File: src/rtl/roundkey_read_from_ram.sv
// roundkey_read_from_ram
//
// Reads expanded round keys 0..R back out of either the encrypt (Ke) or
// decrypt (Kd) four-bank key RAM and streams them, one 128-bit key per
// round index in ascending address order, to the round datapath.
// A small return FIFO absorbs the RAM read latency and consumer stalls;
// reads are only issued while a FIFO slot is guaranteed for the data.
//
// Handshake: a key transfers on a cycle where oValid & iReady are both 1.
// While oValid=1 and iReady=0, oKey/oKey_idx hold their value.
//
// Ports:
//   iClk, iRst_n          clock, synchronous active-low reset
//   iStart                one-cycle start pulse (ignored while oBusy)
//   iDecrypt, iRound      bank select and last round index, latched at start
//   oBusy, oDone          busy level, one-cycle completion pulse
//   oRAM_Ke_*/iRAM_Ke_q_* encrypt key RAM read port (4 banks)
//   oRAM_Kd_*/iRAM_Kd_q_* decrypt key RAM read port (4 banks)
//   oKey, oKey_idx        presented key and the RAM address it came from
//   oValid, iReady        key stream handshake
//   oDbg_state            current FSM state (IDLE=0, FETCH=1, DRAIN=2)
module roundkey_read_from_ram #(
    parameter int RD_LATENCY = 1
) (
    input  logic         iClk,
    input  logic         iRst_n,
    input  logic         iStart,
    input  logic         iDecrypt,
    input  logic [3:0]   iRound,
    output logic         oBusy,
    output logic         oDone,
    output logic [3:0]   oRAM_Ke_addr,
    output logic         oRAM_Ke_read,
    input  logic [31:0]  iRAM_Ke_q_1,
    input  logic [31:0]  iRAM_Ke_q_2,
    input  logic [31:0]  iRAM_Ke_q_3,
    input  logic [31:0]  iRAM_Ke_q_4,
    output logic [3:0]   oRAM_Kd_addr,
    output logic         oRAM_Kd_read,
    input  logic [31:0]  iRAM_Kd_q_1,
    input  logic [31:0]  iRAM_Kd_q_2,
    input  logic [31:0]  iRAM_Kd_q_3,
    input  logic [31:0]  iRAM_Kd_q_4,
    output logic [127:0] oKey,
    output logic [3:0]   oKey_idx,
    output logic         oValid,
    input  logic         iReady,
    output logic [1:0]   oDbg_state
);

    localparam int         DEPTH     = RD_LATENCY + 1;
    localparam logic [1:0] LAST_SLOT = 2'(DEPTH - 1);
    localparam logic [2:0] DEPTH_W   = 3'(DEPTH);

    typedef enum logic [1:0] {
        ST_IDLE  = 2'd0,
        ST_FETCH = 2'd1,
        ST_DRAIN = 2'd2
    } state_t;

    state_t                state_q, state_d;
    logic                  dec_q, dec_d;
    logic [3:0]            round_q, round_d;
    logic [3:0]            addr_q, addr_d;
    logic                  done_q, done_d;

    // Read-return tracker: stage i set means a read issued i+1 cycles ago
    // whose data has not yet been captured.
    logic [RD_LATENCY-1:0] pipe_vld_q, pipe_vld_d;
    logic [3:0]            pipe_idx_q [RD_LATENCY];
    logic [3:0]            pipe_idx_d [RD_LATENCY];

    // Storage is four slots so the 2-bit pointers index it exactly; only
    // the first DEPTH slots are ever used.
    logic [127:0]          fifo_key_q [4];
    logic [127:0]          fifo_key_d [4];
    logic [3:0]            fifo_idx_q [4];
    logic [3:0]            fifo_idx_d [4];
    logic [1:0]            wr_ptr_q, wr_ptr_d;
    logic [1:0]            rd_ptr_q, rd_ptr_d;
    logic [1:0]            count_q, count_d;

    logic [2:0]            inflight;
    logic                  pop;
    logic                  issue;
    logic                  capture;
    logic [127:0]          rd_data;
    logic [3:0]            head_idx;
    logic [127:0]          head_key;

    always_comb begin
        inflight = '0;
        for (int i = 0; i < RD_LATENCY; i++) begin
            inflight = inflight + {2'b00, pipe_vld_q[i]};
        end
    end

    assign pop      = (count_q != 2'd0) && iReady;
    assign head_idx = fifo_idx_q[rd_ptr_q];
    assign head_key = fifo_key_q[rd_ptr_q];
    assign capture  = pipe_vld_q[RD_LATENCY-1];
    assign rd_data  = dec_q ? {iRAM_Kd_q_1, iRAM_Kd_q_2, iRAM_Kd_q_3, iRAM_Kd_q_4}
                            : {iRAM_Ke_q_1, iRAM_Ke_q_2, iRAM_Ke_q_3, iRAM_Ke_q_4};

    // Every issued read must find a FIFO slot when it returns; a slot freed
    // by this cycle's pop can be reused, which keeps one key per cycle.
    assign issue = (state_q == ST_FETCH) &&
                   ((inflight + {1'b0, count_q}) < (DEPTH_W + {2'b00, pop}));

    always_comb begin
        state_d    = state_q;
        dec_d      = dec_q;
        round_d    = round_q;
        addr_d     = addr_q;
        done_d     = 1'b0;
        pipe_vld_d = pipe_vld_q;
        pipe_idx_d = pipe_idx_q;
        fifo_key_d = fifo_key_q;
        fifo_idx_d = fifo_idx_q;
        wr_ptr_d   = wr_ptr_q;
        rd_ptr_d   = rd_ptr_q;
        count_d    = count_q;

        pipe_vld_d[0] = issue;
        pipe_idx_d[0] = addr_q;
        for (int i = 1; i < RD_LATENCY; i++) begin
            pipe_vld_d[i] = pipe_vld_q[i-1];
            pipe_idx_d[i] = pipe_idx_q[i-1];
        end

        if (capture) begin
            fifo_key_d[wr_ptr_q] = rd_data;
            fifo_idx_d[wr_ptr_q] = pipe_idx_q[RD_LATENCY-1];
            wr_ptr_d = (wr_ptr_q == LAST_SLOT) ? 2'd0 : wr_ptr_q + 2'd1;
        end
        if (pop) begin
            rd_ptr_d = (rd_ptr_q == LAST_SLOT) ? 2'd0 : rd_ptr_q + 2'd1;
        end
        count_d = count_q + {1'b0, capture} - {1'b0, pop};

        case (state_q)
            ST_IDLE: begin
                if (iStart) begin
                    state_d    = ST_FETCH;
                    dec_d      = iDecrypt;
                    round_d    = iRound;
                    addr_d     = 4'd0;
                    pipe_vld_d = '0;
                    wr_ptr_d   = 2'd0;
                    rd_ptr_d   = 2'd0;
                    count_d    = 2'd0;
                end
            end
            ST_FETCH: begin
                if (issue) begin
                    // The last address is not incremented so R=15 cannot wrap.
                    if (addr_q == round_q) begin
                        state_d = ST_DRAIN;
                    end else begin
                        addr_d = addr_q + 4'd1;
                    end
                end
            end
            ST_DRAIN: begin
                if (pop && (head_idx == round_q)) begin
                    state_d = ST_IDLE;
                    done_d  = 1'b1;
                end
            end
            default: state_d = ST_IDLE;
        endcase
    end

    always_ff @(posedge iClk) begin
        if (!iRst_n) begin
            state_q    <= ST_IDLE;
            dec_q      <= 1'b0;
            round_q    <= 4'd0;
            addr_q     <= 4'd0;
            done_q     <= 1'b0;
            pipe_vld_q <= '0;
            pipe_idx_q <= '{default: '0};
            wr_ptr_q   <= 2'd0;
            rd_ptr_q   <= 2'd0;
            count_q    <= 2'd0;
        end else begin
            state_q    <= state_d;
            dec_q      <= dec_d;
            round_q    <= round_d;
            addr_q     <= addr_d;
            done_q     <= done_d;
            pipe_vld_q <= pipe_vld_d;
            pipe_idx_q <= pipe_idx_d;
            wr_ptr_q   <= wr_ptr_d;
            rd_ptr_q   <= rd_ptr_d;
            count_q    <= count_d;
        end
        fifo_key_q <= fifo_key_d;
        fifo_idx_q <= fifo_idx_d;
    end

    assign oBusy        = (state_q != ST_IDLE);
    assign oDone        = done_q;
    assign oRAM_Ke_addr = addr_q;
    assign oRAM_Kd_addr = addr_q;
    assign oRAM_Ke_read = issue & ~dec_q;
    assign oRAM_Kd_read = issue & dec_q;
    assign oValid       = (count_q != 2'd0);
    assign oKey         = oValid ? head_key : '0;
    assign oKey_idx     = oValid ? head_idx : '0;
    assign oDbg_state   = state_q;

endmodule

File: config.mk
export PLATFORM = sky130hd
export DESIGN_NAME = roundkey_read_from_ram
export DESIGN_NICKNAME = d
export VERILOG_FILES = /design/src/rtl/roundkey_read_from_ram.sv
export SDC_FILE = /design/constraint.sdc
export NUM_CORES = 1
export LEC_CHECK = 0
export CORE_ASPECT_RATIO = 0.9
export CORE_UTILIZATION = 48
export CTS_CLUSTER_SIZE = 16
export DETAILED_ROUTE_END_ITERATION = 6
export GPL_TIMING_DRIVEN = 0
export PLACE_DENSITY = 0.74
export SYNTH_ARGS = -nofsm -noshare
export SYNTH_HDL_FRONTEND = slang
export SYNTH_SLANG_ARGS = --single-unit
File: constraint.sdc
create_clock -name iClk -period 15.1 [get_ports iClk]
set_input_delay 2.265 -clock iClk [delete_from_list [all_inputs] [get_ports iClk]]
set_output_delay 2.265 -clock iClk [all_outputs]
set_load 0.05 [all_outputs]
==> results of run 1 <==
-- cell type report --
type,instances,area share
antenna,1,0.0000840
buffer,65,0.0109
clock buffer,62,0.0485
clock inverter,38,0.0129
inverter,8,0.00101
multi-input combinational,490,0.198
sequential,551,0.548
tap,608,0.0255
timing repair buffer,447,0.155
-- power breakdown --
| part | internal (W) | switching, W |
|---|---|---|
| Clock | 0.000820 | 0.000552 |
| Combinational | 0.000202 | 0.000257 |
| Sequential | 0.00172 | 0.00000978 |
| Total | 0.00274 | 0.000819 |
-- stage by stage --
step                worst slack [ns]  setup TNS [ns]  hold slack (ns)  total power, W
floorplan                       4.28               0            0.438         0.00203
global placement               -3.34         -733.64            0.452         0.00222
detailed placement              8.30               0            0.474         0.00222
CTS                             8.29               0            0.485         0.00359
global route                    8.07               0            0.502         0.00367
finish                          8.25               0            0.485         0.00356
-- cell usage after synthesis (2+ instances only) --
master / number
edfxtp_1: 528
and2_1: 137
mux4_2: 132
mux2_2: 128
buf_2: 25
dfxtp_1: 23
clkbuf_1: 19
nand2_1: 18
buf_4: 11
nor2_1: 11
xor2_1: 10
buf_1: 9
a21oi_1: 7
inv_1: 7
xnor2_1: 6
ha_1: 5
nand4_1: 4
o311ai_0: 4
a31oi_1: 3
and3_1: 3
a211oi_1: 2
nor3_1: 2
-- how the worst max path moves through the flow --
stage / startpoint / end / slack, ns / cells after the start
after floorplan: capture / fifo_idx_q[4] / 4.28 / 2
after global placement: capture / fifo_key_q[216] / -3.34 / 2
after detailed placement: iReady / oRAM_Ke_read / 8.30 / 6
after CTS: iReady / oRAM_Ke_read / 8.29 / 6
after global routing: iReady / oRAM_Ke_read / 8.07 / 6
final: iReady / oRAM_Ke_read / 8.25 / 6
-- flip-flops by register name (all words and copies together) (netlist names) --
register,count
rd_ptr_q,2
round_q,4
wr_ptr_q,2
dec_q,1
oDbg_state,2
oRAM_Kd_addr,4
count_q,2
fifo_idx_q,16
pipe_idx_q,4
fifo_key_q,512
oDone,1
capture,1
-- worst reg2reg max path, cell delays in order, from the launching register on --
cell	delay [ns]
dfxtp_1	0.31
clkbuf_1	0.26
clkbuf_1	0.95
buf_2	0.50
mux2_2	0.45
-- layer usage --
| metal | vias to the layer above | global-route usage | share of wire |
|---|---|---|---|
| met1 | 6313 | 0.292 | 0.41 |
| li1 | 5497 | - | - |
| met3 | 48 | 0.0495 | 0.076 |
| met5 | - | 0 | 0.00052 |
| met4 | 4 | 0.0507 | 0.014 |
| met2 | 432 | 0.363 | 0.50 |
-- logic make-up (layout without fill, tap and decap cells) --
kind of cell / Yosys count / count (layout)
buffers and inverters: 73 / 620
other: 0 / 1
AO/OA/AOI/OAI: 23 / 23
adder cells (fa/ha/maj): 5 / 5
XOR/XNOR: 16 / 16
flip-flops: 551 / 551
multiplexers: 260 / 260
AND/OR/NAND/NOR: 186 / 186
==> out/metrics.csv, run 1 <==
metric,value,unit
status,finished clean,
Hold/Removal Path Class,reg -> reg,
pwr dens,120,mW/mm2
WP data required,12.84,ns
first-pass GRT wire length,77800,um
worst-path fanout max,7,
layout cells sized above 1,0.253,
Syn Area/Cell,20.2,um2
Vias/cell,5.42,
top achievable clock speed,146,MHz
setup repair bufs after CTS,0,
Num CTS Buffers,54,
flop2flop setup slack,12.37,ns
largest net degree at the start of global routing,56,
RSZ-0062 raised after global routing,no,
main combinational cell family by area after synthesis,multiplexers,
row cnt,74,
Compound-Gate Fraction of Synth Area,0.00688,
PortBufs,411,
"Buf+Inv Stages, Crit Path",2,
Worst-Skew Late Latency,0.59,ns
DP HPWL,36000,um
top cell type's share of synthesized area,0.703,
"area leader, netlist",edfxtp_1,
worst reg2reg path depth,4,
P_leak,9.70,nW
"Distinct cells, synth",42,
Core Box Area,0.0458,mm2
Reg area,0.0163,mm2
IO Count,412,
Critical Setup Path Class,in -> out,
Critical Path Source Type,input port,
GPL Wtd Cong,0.778,
Tot GR Track Use,0.218,
adder-cell share of the synthesized area,0.00277,
Most common cell on crit path,clkdlybuf4s50_1,
Slew headroom,0.181,
DRT iter0 DRCs,980,
Least-Margin Pin Slew,1.23,ns
simple-gate share of the synthesized area,0.0490,
Critical Path AT,4.59,ns
Final Hold Fails,0,
DR vias,12300,
sequential-to-total area share from yosys stat,0.724,
# DRC,0,
fin area,0.0298,mm2
area of the multi-input gates,0.00590,mm2
NumNets Final,1887,
DR WL/cell,22.7,um
placed cell count,2169,
period utilization,0.454,
Clock Skew,0.0192,ns
ys flop type,edfxtp_1,
Crit. End Element,output pin,
Non-Filler Instances,2270,
Hold Crit Endpoint,fifo_idx_q[4],
Die Wd,230,um
initial core utilization,0.492,
clock transition at the registers of the reported paths,0.06,ns
r2r endpoint,fifo_key_q[430],
die area,0.0478,mm2
final core occ,0.650,
Post-synth EDFFs,528,
final setup violation count,0,
RR Startpoint,dec_q,
"commonest cells after routing, fill and taps aside","edfxtp_1 (528), clkdlybuf4s50_1 (411), and2_1 (137)",
CTS tree,built,
First-pass DRT Iterations,5,
post-CTS resize count,0,
hold path startpoint,pipe_idx_q[0],
"slowest stage delay, CP",0.82,ns
"Cell Area, Synth",0.0225,mm2
fillers,3126,
Max Cap Viol,0,
layout overhead on the synthesized area,32.1,%
top cells by area in the synthesized netlist,"edfxtp_1 (70%), mux4_2 (13%), mux2_2 (6.4%)",
vias in the first global route,13100,
Tmin final,6.85,ns
Final ANT Viol Nets,0,
cell family with most CP delay,buffers and inverters,
clk buf depth,3,
"Max stage delay cell, worst path",clkdlybuf4s50_1,
initial antenna violation count,4,
Post-Route WL,51500,um
YS warnings,0,
crit-path cells,clkdlybuf4s50_1 > o21ai_0 > o21ai_1 > nand2_1 > nor2_1 > clkdlybuf4s50_1,
mux cell area share after synthesis,0.196,
Max VDD drop,0.0847,mV
Synth async-reset ratio,0,
"most common cell after layout, fill and taps aside",edfxtp_1,
Root Driver,clkbuf_16,
Post-CTS Hold Buffers,0,
fin. max-slew vios,0,
WHS Path Cells,0,
Clock Sinks,551,
Post-Place Cell Area,0.0280,mm2
grt total ovfl,0,
#FFs+latches synth,551,
syn nets,1384,
post-synthesis xor/xnor area fraction,0.00622,
Die Ht,208,um
Mapped Cells,1114,
H-Tree Depth,2,
(Power assumes the default switching activity.)
==> run 2: changes to the inputs <==
==> constraint.sdc (replaced) <==
create_clock -name iClk -period 7 [get_ports iClk]
set_input_delay 1.05 -clock iClk [delete_from_list [all_inputs] [get_ports iClk]]
set_output_delay 1.05 -clock iClk [all_outputs]
set_load 0.05 [all_outputs]
==> run 2 against run 1 <==
Against the previous run: critical endpoint is now oKey[92]; highest routed layer is now met4; cell count decreased by 0.44%; largest cell class unchanged; global-route usage decreased by 0.27 points; die area unchanged; core utilization decreased by 0.066 points.
==> out/metrics.csv, run 2 (synthesis gave the netlist of run 1 again) <==
metric,value,unit,change
setup repair bufs after CTS,0,,unchanged
DRT iter0 DRCs,950,,-3.1%
Die Ht,208,um,unchanged
worst setup margin,2.01,ns,-6.24 ns
Crit. End Element,output pin,,
Least-Margin Pin Slew,1.28,ns,+0.0513 ns
DR vias,12200,,-0.52%
clock transition at the registers of the reported paths,0.06,ns,about the same
Largest Register,fifo_key_q,,
Clock Power Share,0.371,,-0.014
vias in the first global route,13000,,-0.82%
Non-Filler Instances,2260,,-0.44%
layout cells sized above 1,0.242,,-0.0113
pwr dens,253,mW/mm2,+110%
Die Wd,230,um,unchanged
Critical Setup Path Class,reg -> out,,
Int Pwr,0.00576,W,+110%
largest net degree at the start of global routing,57,,+1.8%
Levels on crit path,6,,unchanged
placed cell count,2159,,-0.46%
crit-path cells,or2_2 > clkbuf_1 > clkbuf_1 > clkbuf_1 > and2_1 > clkdlybuf4s50_1,,
WP data required,5.95,ns,-6.89 ns
worst hold slack,0.476,ns,-0.00947 ns
IO Count,412,,unchanged
"slowest stage delay, CP",0.89,ns,+0.07 ns
Max Cap Viol,0,,unchanged
NumNets Final,1877,,-0.53%
initial antenna violation count,2,,-2
DP HPWL,34600,um,-3.9%
Critical Path AT,3.94,ns,-0.65 ns
layout overhead on the synthesized area,32.0,%,
GPL Wtd Cong,0.805,,+3.5%
initial core utilization,0.492,,unchanged
status,finished clean,,
sw frac,0.235,,+0.00489
ant diodes,0,,-1
Tmin final,4.99,ns,
flop2flop setup slack,4.17,ns,-8.20 ns
"most common cell after layout, fill and taps aside",edfxtp_1,,
clk buf depth,3,,unchanged
worst reg2reg path depth,4,,unchanged
"commonest cells after routing, fill and taps aside","edfxtp_1 (528), clkdlybuf4s50_1 (411), and2_1 (137)",,
Gate power share,0.133,,+0.004
P_sw,0.00177,W,+120%
Num CTS Buffers,54,,unchanged
Max VDD drop,0.188,mV,+120%
grt total ovfl,0,,unchanged
RR Startpoint,dec_q,,
r2r endpoint,fifo_key_q[41],,
DR WL/cell,22.6,um,-0.13%
Top Registers,"fifo_key_q: 512 flops, fifo_idx_q: 16 flops",,
Slew headroom,0.147,,-0.0342
hold path startpoint,pipe_idx_q[3],,
RSZ-0062 raised after global routing,no,,
PortBufs,411,,unchanged
first-pass GRT wire length,76800,um,-1.3%
worst-path fanout max,10,,+3
Critical Path Source Type,register,,
Vias/cell,5.41,,about the same
Hold Crit Endpoint,fifo_idx_q[7],,
post-CTS resize count,0,,unchanged
max FFs per register,512,,unchanged
"Buf+Inv Stages, Crit Path",4,,+2
"Max stage delay cell, worst path",clkbuf_1,,
die area,0.0478,mm2,unchanged
Post-CTS Hold Buffers,0,,unchanged
dpl ws,2.55,ns,-5.75 ns
Core Box Area,0.0458,mm2,unchanged
First-pass DRT Iterations,5,,unchanged
Clock Skew,0.0172,ns,-0.00198 ns
WHS Path Cells,0,,unchanged
P_leak,9.61,nW,-0.93%
Root Driver,clkbuf_16,,
Post-Route WL,51200,um,-0.57%
sequential power share,0.496,,+0.010
Tot GR Track Use,0.215,,-0.00273
# DRC,0,,unchanged
CTS tree,built,,
fin. max-slew vios,0,,unchanged
final setup violation count,0,,unchanged
Clock Sinks,551,,unchanged
Worst-Skew Late Latency,0.59,ns,about the same
Hold/Removal Path Class,reg -> reg,,
Most common cell on crit path,clkbuf_1,,
top achievable clock speed,200,MHz,
cell family with most CP delay,buffers and inverters,,
Final Hold Fails,0,,unchanged
Final ANT Viol Nets,0,,unchanged
final core occ,0.649,,-0.000655
period utilization,0.713,,
row cnt,74,,unchanged
H-Tree Depth,2,,unchanged
[run 2: area by class of cell]
class / instances / area [um2]
sequential: 551 / 16300
tap: 608 / 761
fill: 3152 / 16100
timing repair buffer: 437 / 4710
multi-input combinational: 490 / 5910
inverter: 8 / 30.0
clock inverter: 33 / 295
clock buffer: 68 / 1400
buffer: 65 / 324
[run 2: worst max-delay path by stage]
stage / from / endpoint
2_1_floorplan: wr_ptr_q[0] / fifo_idx_q[10]
3_3_place_gp: capture / fifo_key_q[336]
3_5_place_dp: iReady / oRAM_Ke_read
4_1_cts: count_q[1] / oKey[92]
5_1_grt: count_q[1] / oKey[92]
6_report: count_q[1] / oKey[92]
[run 2: power by group through the flow]
| stage | sequential, W | combinational [W] | clock, W |
|---|---|---|---|
| 6_report | 0.00373 | 0.000999 | 0.00280 |
| 5_1_grt | 0.00374 | 0.00105 | 0.00297 |
| 4_1_cts | 0.00373 | 0.00101 | 0.00285 |
| 3_5_place_dp | 0.00380 | 0.00100 | 0 |
| 3_3_place_gp | 0.00382 | 0.000956 | 0 |
| 2_1_floorplan | 0.00381 | 0.000553 | 0 |
[run 2: metrics by stage]
step,TNS [ns],cell area [um2],power [W]
global placement,-1371.51,27400,0.00477
finish,0,29800,0.00753
floorplan,0,22600,0.00436
detailed placement,0,28100,0.00480
CTS,0,29800,0.00759
global route,0,29800,0.00776
[run 2: worst reg2reg max path, stage by stage, from the launching register on]
cell	delay (ns)
dfxtp_1	0.32
clkbuf_1	0.31
clkbuf_1	0.99
buf_2	0.49
mux2_2	0.44
[run 2: metal layers]
metal  track usage  wire length, um
met1         0.285            21300
met4        0.0550              909
met2         0.364            25600
met5             0                0
met3        0.0442             3390
==> run 3: changes to the inputs <==
--- a/config.mk
+++ b/config.mk
@@ -6,11 +6,11 @@
 export NUM_CORES = 1
 export LEC_CHECK = 0
 export CORE_ASPECT_RATIO = 0.9
-export CORE_UTILIZATION = 48
+export CORE_UTILIZATION = 47
 export CTS_CLUSTER_SIZE = 16
 export DETAILED_ROUTE_END_ITERATION = 6
 export GPL_TIMING_DRIVEN = 0
-export PLACE_DENSITY = 0.74
+export PLACE_DENSITY = 0.76
 export SYNTH_ARGS = -nofsm -noshare
 export SYNTH_HDL_FRONTEND = slang
 export SYNTH_SLANG_ARGS = --single-unit
==> constraint.sdc (replaced) <==
create_clock -name iClk -period 4 [get_ports iClk]
set_input_delay 0.6 -clock iClk [delete_from_list [all_inputs] [get_ports iClk]]
set_output_delay 0.6 -clock iClk [all_outputs]
set_load 0.05 [all_outputs]
==> run 3 against run 2 <==
Against the previous run: count of clock-buffer cells in the layout did not move; register-to-register slack got worse by 2.6 ns; clock skew barely moved; sequential share of layout area fell by 0.36 points; via count rose by 1.2%; largest power group unchanged; critical path depth did not move; wire length rose by 0.36%; hold slack improved by 0.0061 ns; global-route usage fell by 0.11 points.
==> out/metrics.csv, run 3 (synthesis gave the netlist of run 1 again) <==
metric,value,unit,change
hold path startpoint,pipe_idx_q[0],,
Root Driver,clkbuf_16,,
CTS tree,built,,
Critical Setup Path Class,reg -> out,,
top achievable clock speed,262,MHz,
Die Wd,233,um,+1.0%
Post-CTS Hold Buffers,0,,unchanged
DP HPWL,35600,um,+2.9%
max FFs per register,512,,unchanged
CP startpoint,rd_ptr_q[0],,
DR WL/cell,22.6,um,-0.13%
r2r endpoint,fifo_key_q[46],,
sequential power share,0.485,,-0.011
setup TNS,0,ns,unchanged
Int Pwr,0.0104,W,+80%
Gate power share,0.130,,-0.003
WP data required,3.40,ns,-2.55 ns
initial core utilization,0.480,,-0.0124
Least-Margin Pin Slew,0.855,ns,-0.424 ns
Vias/cell,5.45,,+0.74%
Num CTS Buffers,55,,+1.9%
largest net degree at the start of global routing,57,,unchanged
# DRC,0,,unchanged
initial antenna violation count,0,,-2
Clock Skew,0.0168,ns,-0.000448 ns
flop2flop setup slack,1.59,ns,-2.58 ns
DR vias,12400,,+1.2%
Critical Path Source Type,register,,
Largest Register,fifo_key_q,,
vias in the first global route,13200,,+1.5%
final core occ,0.637,,-0.0119
Max VDD drop,0.352,mV,+87%
Core Box Area,0.0470,mm2,+2.6%
Critical Path AT,3.22,ns,-0.72 ns
"most common cell after layout, fill and taps aside",edfxtp_1,,
"slowest stage delay, CP",0.76,ns,-0.13 ns
RSZ-0062 raised after global routing,no,,
status,finished clean,,
Worst-Skew Late Latency,0.59,ns,about the same
clk buf depth,3,,unchanged
fillers,3230,,+2.5%
Die Ht,210,um,+1.0%
WHS Path Cells,0,,unchanged
Post-Route WL,51400,um,+0.36%
RR Startpoint,dec_q,,
P_sw,0.00312,W,+76%
Max Cap Viol,0,,unchanged
crit-path cells,buf_6 > buf_4 > buf_2 > mux4_2 > and2_1 > clkdlybuf4s50_1,,
row cnt,75,,+1.4%
setup repair bufs after CTS,0,,unchanged
layout cells sized above 1,0.255,,+0.0130
IO Count,412,,unchanged
final setup violation count,0,,unchanged
fin. max-slew vios,0,,unchanged
Hold Crit Endpoint,fifo_idx_q[0],,
Power Total,0.0135,W,+79%
P_leak,9.86,nW,+2.6%
"Max stage delay cell, worst path",clkdlybuf4s50_1,,
GPL Wtd Cong,0.802,,-0.43%
Tmin final,3.82,ns,
clock transition at the registers of the reported paths,0.06,ns,about the same
PortBufs,411,,unchanged
Hold/Removal Path Class,reg -> reg,,
worst hold slack,0.482,ns,+0.00609 ns
Crit. End Element,output pin,,
Final Hold Fails,0,,unchanged
pwr dens,449,mW/mm2,+78%
sw frac,0.231,,-0.00351
worst reg2reg path depth,5,,+1
worst-path fanout max,10,,unchanged
NumNets Final,1879,,+0.11%
period utilization,0.955,,
"commonest cells after routing, fill and taps aside","edfxtp_1 (528), clkdlybuf4s50_1 (396), and2_1 (137)",,
Final ANT Viol Nets,0,,unchanged
DRT iter0 DRCs,876,,-7.8%
H-Tree Depth,2,,unchanged
die area,0.0489,mm2,+2.1%
first-pass GRT wire length,77700,um,+1.1%
Tot GR Track Use,0.214,,-0.00108
Slew headroom,0.428,,+0.281
layout overhead on the synthesized area,32.9,%,
Top Registers,"fifo_key_q: 512 flops, fifo_idx_q: 16 flops",,
Clock Sinks,551,,unchanged
First-pass DRT Iterations,5,,unchanged
grt total ovfl,0,,unchanged
Clock Power Share,0.386,,+0.015
## run 3: cell types whose count changed in the layout (fill, tap and decap cells not counted), moves of 3 or more
cell,change
clkinv_1,-3
dlymetal6s2s_1,+4
dlygate4sd2_1,+11
dfxtp_1,-3
clkinv_2,+3
clkbuf_1,-8
clkdlybuf4s50_1,-15
clkbuf_16,+3
buf_8,+3
buf_1,-5
buf_2,+3
## run 3: critical path, delay by kind of cell (launching register included)
kind | cells | cell delay, ns
multiplexers | 1 | 0.54
AND/OR/NAND/NOR | 1 | 0.17
buffers and inverters | 4 | 1.59
flip-flops | 1 | 0.32
## run 3: repair_timing
item,CTS,global route
resized for setup,20,5
hold endpoints to repair,0,0
endpoints found under the setup margin,84,7
## run 3: stage by stage
step / std cells / setup WS (ns) / instance area, um2
floorplan: 1114 / -0.188 / 22600
global placement: 2141 / -2.77 / 27500
global route: 2270 / 0.00184 / 30000
detailed placement: 2170 / 0.0156 / 28100
CTS: 2270 / 0.000816 / 29900
finish: 2271 / 0.182 / 30000
## run 3: worst max-delay path by stage
stage / endpoint / slack [ns] / cells after the start
2_1_floorplan: fifo_idx_q[4] / -0.19 / 2
6_report: oKey[10] / 0.18 / 6
3_5_place_dp: oKey[91] / 0.02 / 6
4_1_cts: oKey[39] / 0.0008 / 6
5_1_grt: oKey[10] / 0.002 / 6
3_3_place_gp: fifo_key_q[207] / -2.77 / 2
## run 3: per-layer routing
metal / up-vias / GRT usage / part of all wire
li1: 5482 / - / -
met1: 6385 / 0.281 / 0.41
met2: 446 / 0.363 / 0.50
met3: 68 / 0.0431 / 0.065
met4: 0 / 0.0597 / 0.020
met5: - / 0 / 0
## run 3: power by group through the flow
stage	clock, W	sequential [W]	combinational (W)
after global routing	0.00550	0.00654	0.00185
after detailed placement	0	0.00665	0.00176
final	0.00519	0.00653	0.00174
after CTS	0.00528	0.00653	0.00176
after global placement	0	0.00666	0.00168
after floorplan	0	0.00666	0.000970
## run 3: layout make-up
type	instances	area (um2)	area share
well taps	616	771	0.0257
plain buffers	63	334	0.0111
multi-input cells	490	5910	0.197
clock inverters	34	347	0.0116
repair buffers	440	4750	0.159
flip-flops and latches	551	16300	0.545
clock buffers	68	1490	0.0496
inverters	8	32.5	0.00109
diodes	1	2.50	0.0000835
